==> src/rtl/dq_pi_ctrl_pkg.sv <==
// Shared FOC definitions: PI sequencer states, fixed-point widths and the
// symmetric saturation helper used by the d/q current regulator.
package foc_pkg;

    // Sequencer states of the time-shared PI regulator
    typedef enum logic [2:0] {
        PI_IDLE  = 3'd0,
        PI_ERR   = 3'd1,
        PI_MUL_D = 3'd2,
        PI_ACC_D = 3'd3,
        PI_MUL_Q = 3'd4,
        PI_ACC_Q = 3'd5,
        PI_OUT   = 3'd6
    } pi_state_t;

    // Fractional bits of kp (Q8.8) and ki (Q0.16), integrator width
    localparam int KP_FRAC = 8;
    localparam int KI_FRAC = 16;
    localparam int ACC_W   = 36;

    // Working width for sums before saturation; wide enough for any
    // accumulator + product or proportional + integral combination.
    localparam int SAT_W = 40;

    // Clamp value into [-limit, +limit]; limit is expected to be positive.
    function automatic logic signed [SAT_W-1:0] sat_s(
        input logic signed [SAT_W-1:0] value,
        input logic signed [SAT_W-1:0] limit
    );
        if (value > limit) begin
            return limit;
        end else if (value < -limit) begin
            return -limit;
        end else begin
            return value;
        end
    endfunction

endpackage

==> src/rtl/dq_pi_ctrl_if.sv <==
// Sample/result bus between park_tr (master) and the d/q PI regulator (slave).
// The master presents a measured/target current set with a one-cycle i_en;
// the slave returns voltage commands with a one-cycle o_en.
interface dq_pi_if;

    logic               i_en;
    logic signed [15:0] i_id;
    logic signed [15:0] i_iq;
    logic signed [15:0] i_id_aim;
    logic signed [15:0] i_iq_aim;

    logic               o_en;
    logic signed [15:0] o_vd;
    logic signed [15:0] o_vq;

    modport master (
        output i_en, i_id, i_iq, i_id_aim, i_iq_aim,
        input  o_en, o_vd, o_vq
    );

    modport slave (
        input  i_en, i_id, i_iq, i_id_aim, i_iq_aim,
        output o_en, o_vd, o_vq
    );

endinterface

==> src/rtl/dq_pi_ctrl_mac.sv <==
// Registered 17x17 signed multiplier pair. Both products share the same
// error operand: one against kp, one against ki. The d and q axes take
// turns on this block, selected by the sequencer in dq_pi_ctrl.
module pi_mac (
    input  logic               clk,
    input  logic               i_ce,
    input  logic signed [16:0] i_a,
    input  logic signed [16:0] i_b,
    input  logic signed [16:0] i_c,
    output logic signed [33:0] o_ab,
    output logic signed [33:0] o_ac
);

    logic signed [33:0] w_a_ext;
    logic signed [33:0] w_b_ext;
    logic signed [33:0] w_c_ext;
    logic signed [33:0] r_ab_p1;
    logic signed [33:0] r_ac_p1;

    // Operands widened to full product width so the multiply is exact
    assign w_a_ext = 34'(i_a);
    assign w_b_ext = 34'(i_b);
    assign w_c_ext = 34'(i_c);

    // Product registers, updated only when the sequencer is in a MUL state
    always_ff @(posedge clk) begin
        if (i_ce) begin
            r_ab_p1 <= w_a_ext * w_b_ext;
            r_ac_p1 <= w_a_ext * w_c_ext;
        end
    end

    assign o_ab = r_ab_p1;
    assign o_ac = r_ac_p1;

endmodule

==> src/rtl/dq_pi_ctrl.sv <==
// Dual-axis PI current regulator. Takes one Id/Iq sample plus targets and
// produces saturated Vd/Vq commands seven edges later. A single multiplier
// pair is shared between the axes by a fixed sequencer; the integrators are
// clamped for anti-windup and can be cleared at any time with i_clr.
module dq_pi_ctrl
    import foc_pkg::*;
#(
    parameter int OUT_LIMIT = 30000
) (
    input  logic        clk,
    input  logic        rst,
    input  logic        i_clr,
    input  logic [15:0] i_kp,
    input  logic [15:0] i_ki,
    dq_pi_if.slave      bus
);

    // Output clamp and matching integrator clamp (same value in acc units)
    localparam logic signed [SAT_W-1:0] V_LIM   = SAT_W'(OUT_LIMIT);
    localparam logic signed [SAT_W-1:0] ACC_LIM = V_LIM <<< KI_FRAC;

    pi_state_t                r_state;

    // Sample captured on the accepted i_en
    logic signed [15:0]       r_id;
    logic signed [15:0]       r_iq;
    logic signed [15:0]       r_aim_d;
    logic signed [15:0]       r_aim_q;
    logic [15:0]              r_kp;
    logic [15:0]              r_ki;

    // Control errors, integrators, per-axis results and outputs
    logic signed [16:0]       r_err_d;
    logic signed [16:0]       r_err_q;
    logic signed [ACC_W-1:0]  r_acc_d;
    logic signed [ACC_W-1:0]  r_acc_q;
    logic signed [15:0]       r_v_d;
    logic signed [15:0]       r_v_q;
    logic signed [15:0]       r_o_vd;
    logic signed [15:0]       r_o_vq;
    logic                     r_o_en;

    // Shared multiplier connections
    logic                     w_mac_ce;
    logic signed [16:0]       w_mac_err;
    logic signed [16:0]       w_mac_kp;
    logic signed [16:0]       w_mac_ki;
    logic signed [33:0]       w_p;
    logic signed [33:0]       w_m;

    // Accumulate / output datapath for whichever axis is in its ACC state
    logic signed [ACC_W-1:0]  w_acc_cur;
    logic signed [SAT_W-1:0]  w_acc_sum;
    logic signed [ACC_W-1:0]  w_acc_nx;
    logic signed [SAT_W-1:0]  w_v_sum;
    logic signed [15:0]       w_v;
    logic                     w_accept;

    // A sample is taken only from IDLE; i_clr does not block acceptance
    assign w_accept = (r_state == PI_IDLE) && bus.i_en;

    // The q error feeds the multiplier only during MUL_Q; d otherwise
    assign w_mac_ce  = (r_state == PI_MUL_D) || (r_state == PI_MUL_Q);
    assign w_mac_err = (r_state == PI_MUL_Q) ? r_err_q : r_err_d;
    assign w_mac_kp  = signed'({1'b0, r_kp});
    assign w_mac_ki  = signed'({1'b0, r_ki});

    pi_mac u_mac (
        .clk  (clk),
        .i_ce (w_mac_ce),
        .i_a  (w_mac_err),
        .i_b  (w_mac_kp),
        .i_c  (w_mac_ki),
        .o_ab (w_p),
        .o_ac (w_m)
    );

    // Integrator step with anti-windup clamp; the clamped value is also what
    // the output sum uses, so the command recovers as soon as error reverses.
    assign w_acc_cur = (r_state == PI_ACC_Q) ? r_acc_q : r_acc_d;
    assign w_acc_sum = SAT_W'(w_acc_cur) + SAT_W'(w_m);
    assign w_acc_nx  = ACC_W'(sat_s(w_acc_sum, ACC_LIM));

    // Arithmetic shifts floor toward -inf before the output clamp
    assign w_v_sum = (SAT_W'(w_p) >>> KP_FRAC) + (SAT_W'(w_acc_nx) >>> KI_FRAC);
    assign w_v     = 16'(sat_s(w_v_sum, V_LIM));

    // Sequencer, integrators and output registers; i_clr aborts and zeroes
    always_ff @(posedge clk or posedge rst) begin
        if (rst) begin
            r_state <= PI_IDLE;
            r_acc_d <= '0;
            r_acc_q <= '0;
            r_o_vd  <= '0;
            r_o_vq  <= '0;
            r_o_en  <= 1'b0;
        end else begin
            r_o_en <= 1'b0;
            if (i_clr) begin
                r_acc_d <= '0;
                r_acc_q <= '0;
                r_state <= w_accept ? PI_ERR : PI_IDLE;
            end else begin
                case (r_state)
                    PI_IDLE: begin
                        if (bus.i_en) begin
                            r_state <= PI_ERR;
                        end
                    end
                    PI_ERR: begin
                        r_state <= PI_MUL_D;
                    end
                    PI_MUL_D: begin
                        r_state <= PI_ACC_D;
                    end
                    PI_ACC_D: begin
                        r_acc_d <= w_acc_nx;
                        r_state <= PI_MUL_Q;
                    end
                    PI_MUL_Q: begin
                        r_state <= PI_ACC_Q;
                    end
                    PI_ACC_Q: begin
                        r_acc_q <= w_acc_nx;
                        r_state <= PI_OUT;
                    end
                    PI_OUT: begin
                        r_o_vd  <= r_v_d;
                        r_o_vq  <= r_v_q;
                        r_o_en  <= 1'b1;
                        r_state <= PI_IDLE;
                    end
                    default: begin
                        r_state <= PI_IDLE;
                    end
                endcase
            end
        end
    end

    // Datapath registers: sample capture, errors and per-axis results
    always_ff @(posedge clk) begin
        if (w_accept) begin
            r_id    <= bus.i_id;
            r_iq    <= bus.i_iq;
            r_aim_d <= bus.i_id_aim;
            r_aim_q <= bus.i_iq_aim;
            r_kp    <= i_kp;
            r_ki    <= i_ki;
        end
        if (r_state == PI_ERR) begin
            r_err_d <= 17'(r_aim_d) - 17'(r_id);
            r_err_q <= 17'(r_aim_q) - 17'(r_iq);
        end
        if (r_state == PI_ACC_D) begin
            r_v_d <= w_v;
        end
        if (r_state == PI_ACC_Q) begin
            r_v_q <= w_v;
        end
    end

    assign bus.o_en = r_o_en;
    assign bus.o_vd = r_o_vd;
    assign bus.o_vq = r_o_vq;

endmodule

==> src/flat_wrapper.sv <==
// flat-port wrapper written by rule: the top's interface ports become plain ports
module dq_pi_ctrl_flat import foc_pkg::*;
#(
    parameter int OUT_LIMIT = 30000
)
  (clk, rst, i_clr, i_kp, i_ki, bus_i_en, bus_i_id, bus_i_iq, bus_i_id_aim, bus_i_iq_aim, bus_o_en, bus_o_vd, bus_o_vq);
  dq_pi_if bus_i ();
  input  logic clk;
  input  logic rst;
  input  logic i_clr;
  input  logic [15:0] i_kp;
  input  logic [15:0] i_ki;
  input wire logic [$bits(bus_i.i_en)-1:0] bus_i_en;
  input wire logic [$bits(bus_i.i_id)-1:0] bus_i_id;
  input wire logic [$bits(bus_i.i_iq)-1:0] bus_i_iq;
  input wire logic [$bits(bus_i.i_id_aim)-1:0] bus_i_id_aim;
  input wire logic [$bits(bus_i.i_iq_aim)-1:0] bus_i_iq_aim;
  output wire logic [$bits(bus_i.o_en)-1:0] bus_o_en;
  output wire logic [$bits(bus_i.o_vd)-1:0] bus_o_vd;
  output wire logic [$bits(bus_i.o_vq)-1:0] bus_o_vq;
  assign bus_i.i_en = bus_i_en;
  assign bus_i.i_id = bus_i_id;
  assign bus_i.i_iq = bus_i_iq;
  assign bus_i.i_id_aim = bus_i_id_aim;
  assign bus_i.i_iq_aim = bus_i_iq_aim;
  assign bus_o_en = bus_i.o_en;
  assign bus_o_vd = bus_i.o_vd;
  assign bus_o_vq = bus_i.o_vq;
  dq_pi_ctrl #(.OUT_LIMIT(OUT_LIMIT)) u_core (.clk(clk), .rst(rst), .i_clr(i_clr), .i_kp(i_kp), .i_ki(i_ki), .bus(bus_i));
endmodule
==> config.mk <==
export PLATFORM = sky130hd
export DESIGN_NAME = dq_pi_ctrl_flat
export DESIGN_NICKNAME = d
export VERILOG_FILES = /design/src/rtl/dq_pi_ctrl_pkg.sv /design/src/rtl/dq_pi_ctrl_if.sv /design/src/rtl/dq_pi_ctrl_mac.sv /design/src/rtl/dq_pi_ctrl.sv /design/src/flat_wrapper.sv
export SDC_FILE = /design/constraint.sdc
export NUM_CORES = 2
export LEC_CHECK = 0
export ABC_CLOCK_PERIOD_IN_PS = 15300
export BUFFER_PORTS_ARGS = -buffer_cell sky130_fd_sc_hd__buf_2
export CORE_MARGIN = 2
export CORE_UTILIZATION = 57
export DETAILED_ROUTE_END_ITERATION = 10
export PLACE_DENSITY_LB_ADDON = 0.25
export SLEW_MARGIN = 20
export SYNTH_ARGS = -nofsm -noshare
export SYNTH_HDL_FRONTEND = slang
export SYNTH_SLANG_ARGS = --single-unit
==> constraint.sdc <==
create_clock -name clk -period 15.3 [get_ports clk]
set_clock_uncertainty 0.1 [all_clocks]
set_input_delay 3.06 -clock clk [delete_from_list [all_inputs] [get_ports clk]]
set_output_delay 3.06 -clock clk [all_outputs]
set_load 0.01 [all_outputs]
==> impl_metrics.env <==
export IMPL_grt_pass1_wl_um=137000
export IMPL_crit_path_max_fanout=61
export IMPL_cts_resized_gates=0
export IMPL_post_cts_buffers=0
export IMPL_remaining_drc_errors=0
export IMPL_antenna_found_initial=5
export IMPL_rows=93
export IMPL_crit_required_ns=15.52
export IMPL_relSlewSlack_pct=27.8
export IMPL_viasPerCell=5.51
export IMPL_synth_edf_count=222
export IMPL_yosys_top_cells_area="fa_1, edfxtp_1, ha_1"
export IMPL_synth_top_cells_by_count="inv_1, fa_1, nand2_1"
export IMPL_first_pass_iters=5
export IMPL_fin_area_um2=39800
export IMPL_grt_overflow=0
export IMPL_crit_buf_inv=3
export IMPL_port_buffers=132
export IMPL_fin_crit_sh_pct=67.2
export IMPL_core_area_um2=64500
export IMPL_yosysTopAreaCell="fa_1"
export IMPL_async_reset_ff_share_pct=32.7
export IMPL_worst_pin_slew_ns=1.08
export IMPL_rsz0062_at_grt="false"
export IMPL_fin_crit_ns=10.28
export IMPL_num_io_pins=133
export IMPL_cts_hold_buf=0
export IMPL_ys_seq_area_share_pct=25.2
export IMPL_die_y_um=259
export IMPL_crit_slowest_cell="buf_4"
export IMPL_routed_wl_um=83700
export IMPL_dieArea_um2=67200
export IMPL_grt_max_degree=81
export IMPL_syn_inst=3687
export IMPL_hold_path_class="register to register"
export IMPL_yosysMostFrequentCell="inv_1"
export IMPL_die_w_um=259
export IMPL_synth_cell_types=99
export IMPL_drive_above_1_share_pct=9.06
export IMPL_drv_slew=0
export IMPL_insertion_delay_ns=0.58
export IMPL_cts_sinks=330
export IMPL_cts_inserted_buffers=39
export IMPL_grt_usage_pct=25.9
export IMPL_cp_arrival_ns=10.50
export IMPL_crit_family="simple AND/OR/NAND/NOR gates"
export IMPL_gpl_final_weighted_congestion=0.936
export IMPL_initial_utilization_pct=57.6
export IMPL_first_global_vias=26200
export IMPL_yosys_warnings=0
export IMPL_cp_start_kind="register"
export IMPL_nets=4673
export IMPL_worst_hold_slack_ns=0.375
export IMPL_hpwl_um=62900
export IMPL_placed_area_um2=38500
export IMPL_path_clk_slew_ns=0.06
export IMPL_clockBufferDepth=3
export IMPL_hold_viol_final=0
export IMPL_drtAntennaViolNets=0
export IMPL_synth_top_area_share_pct=30.2
export IMPL_syn_nets=4610
export IMPL_syn_area_um2=37100
export IMPL_setup_tns_ns=0
export IMPL_areaGrowthSynthToFinish_pct=7.34
export IMPL_final_util_pct=61.8
export IMPL_drt_iter0_markers=1700
export IMPL_wl_per_cell_um=18.1
export IMPL_h_tree_depth=2
export IMPL_cap_violations=0
export IMPL_cts_root_buf="clkbuf_16"
export IMPL_num_vias=25500
export IMPL_cpPeakStageDelay_ns=0.56
export IMPL_finalSetupViolations=0
export IMPL_max_freq_ghz=0.0973
export IMPL_ys_flop_type="edfxtp_1"
export IMPL_synth_avg_cell_area_um2=10.1
export IMPL_cp_end_kind="register"
export IMPL_critPathKind="register to register"
export IMPL_synth_seq_cells=330
export IMPL_status="finished clean"
export IMPL_cts_tree="done"
[sequential cells by signal (all words and copies together), names as in the netlist]
| signal | count |
|---|---|
| u_core.bus.o_en | 1 |
| u_core.bus.o_vd | 16 |
| u_core.bus.o_vq | 16 |
| u_core.r_acc_d | 36 |
| u_core.r_acc_q | 36 |
| u_core.r_aim_d | 16 |
| u_core.r_aim_q | 16 |
| u_core.r_err_d | 17 |
| u_core.r_err_q | 17 |
| u_core.r_id | 16 |
| u_core.r_iq | 16 |
| u_core.r_ki | 16 |
| u_core.r_kp | 16 |
| u_core.r_state | 3 |
| u_core.r_v_d | 16 |
| u_core.r_v_q | 16 |
| u_core.u_mac.o_ab | 26 |
| u_core.u_mac.o_ac | 34 |
[cell type report]
cell class,instances,area [um^2]
antenna,3,7.51
clock buffer,45,1040
clock inverter,22,270
fill,5373,24600
inverter,731,2750
multi-input combinational,2489,24500
sequential,330,9370
tap,855,1070
timing repair buffer,159,863
[cells by family after synthesis]
logic type      after synthesis  share of synthesized area [%]
flops                       330                           25.2
buf+inv                     868                           8.94
compound gates              426                           8.19
simple gates               1048                           13.7
xor+xnor                    135                           3.19
fa+ha+maj                   825                           39.1
mux                          55                           1.66
[path summary, 6_finish.rpt]
path	from	end	slack, ns	depth (start not counted)
max in group asynchronous	rst	u_core.r_acc_d[16]	11.45	3
worst min register to register	u_core.r_v_q[10]	u_core.bus.o_vq[10]	0.37	1
worst max-delay path	u_core.r_state[0]	u_core.r_v_d[6]	5.02	37
min in group asynchronous	rst	u_core.bus.o_en	2.40	2
worst max register to register	u_core.r_state[0]	u_core.r_v_d[6]	5.02	37
worst min-delay path	u_core.r_v_q[10]	u_core.bus.o_vq[10]	0.37	1
[per-stage QoR]
stage                     worst slack [ns]  std cells
after floorplan                       1.65       3687
after global placement                5.41       4564
after detailed placement              5.12       4564
after CTS                             5.05       4631
after global routing                  4.30       4633
final                                 5.02       4634
[layout by cell type (no fill, tap or decap), types with 12 or more instances in the layout]
master     synthesis  final
a211oi_1          21     21
dfrtp_1          108    108
buf_4              3     27
a31oi_1           14     14
a22o_1            38     38
mux2_2            51     51
ha_1             263    263
xor2_1            54     54
nor2_1           107    106
edfxtp_1         222    222
o21bai_1          14     14
a21o_1            56     56
and3_1            14     14
nand3_1           33     33
nand2b_1          20     20
clkbuf_16          0     40
inv_1            728    727
o21ai_0           46     46
fa_1             560    560
nor3_1            36     33
xnor2_1           81     81
nor2b_1           12     12
o21a_1            22     22
nand2_1          500    500
or3_1             15     15
a21oi_1          105    104
buf_2              4    132
and2_1           256    256
[per-layer routing]
| metal | routed length, um | vias up | global-route usage [%] |
|---|---|---|---|
| li1 | - | 11800 | - |
| met1 | 36400 | 12700 | 36.5 |
| met2 | 39000 | 859 | 41.4 |
| met3 | 6250 | 149 | 4.76 |
| met4 | 1980 | 6 | 7.15 |
| met5 | 38 | - | 0 |
Power is left out: the tool's default activity adds up to more than one toggle a clock period on the data nets, which glitch-free logic cannot reach.
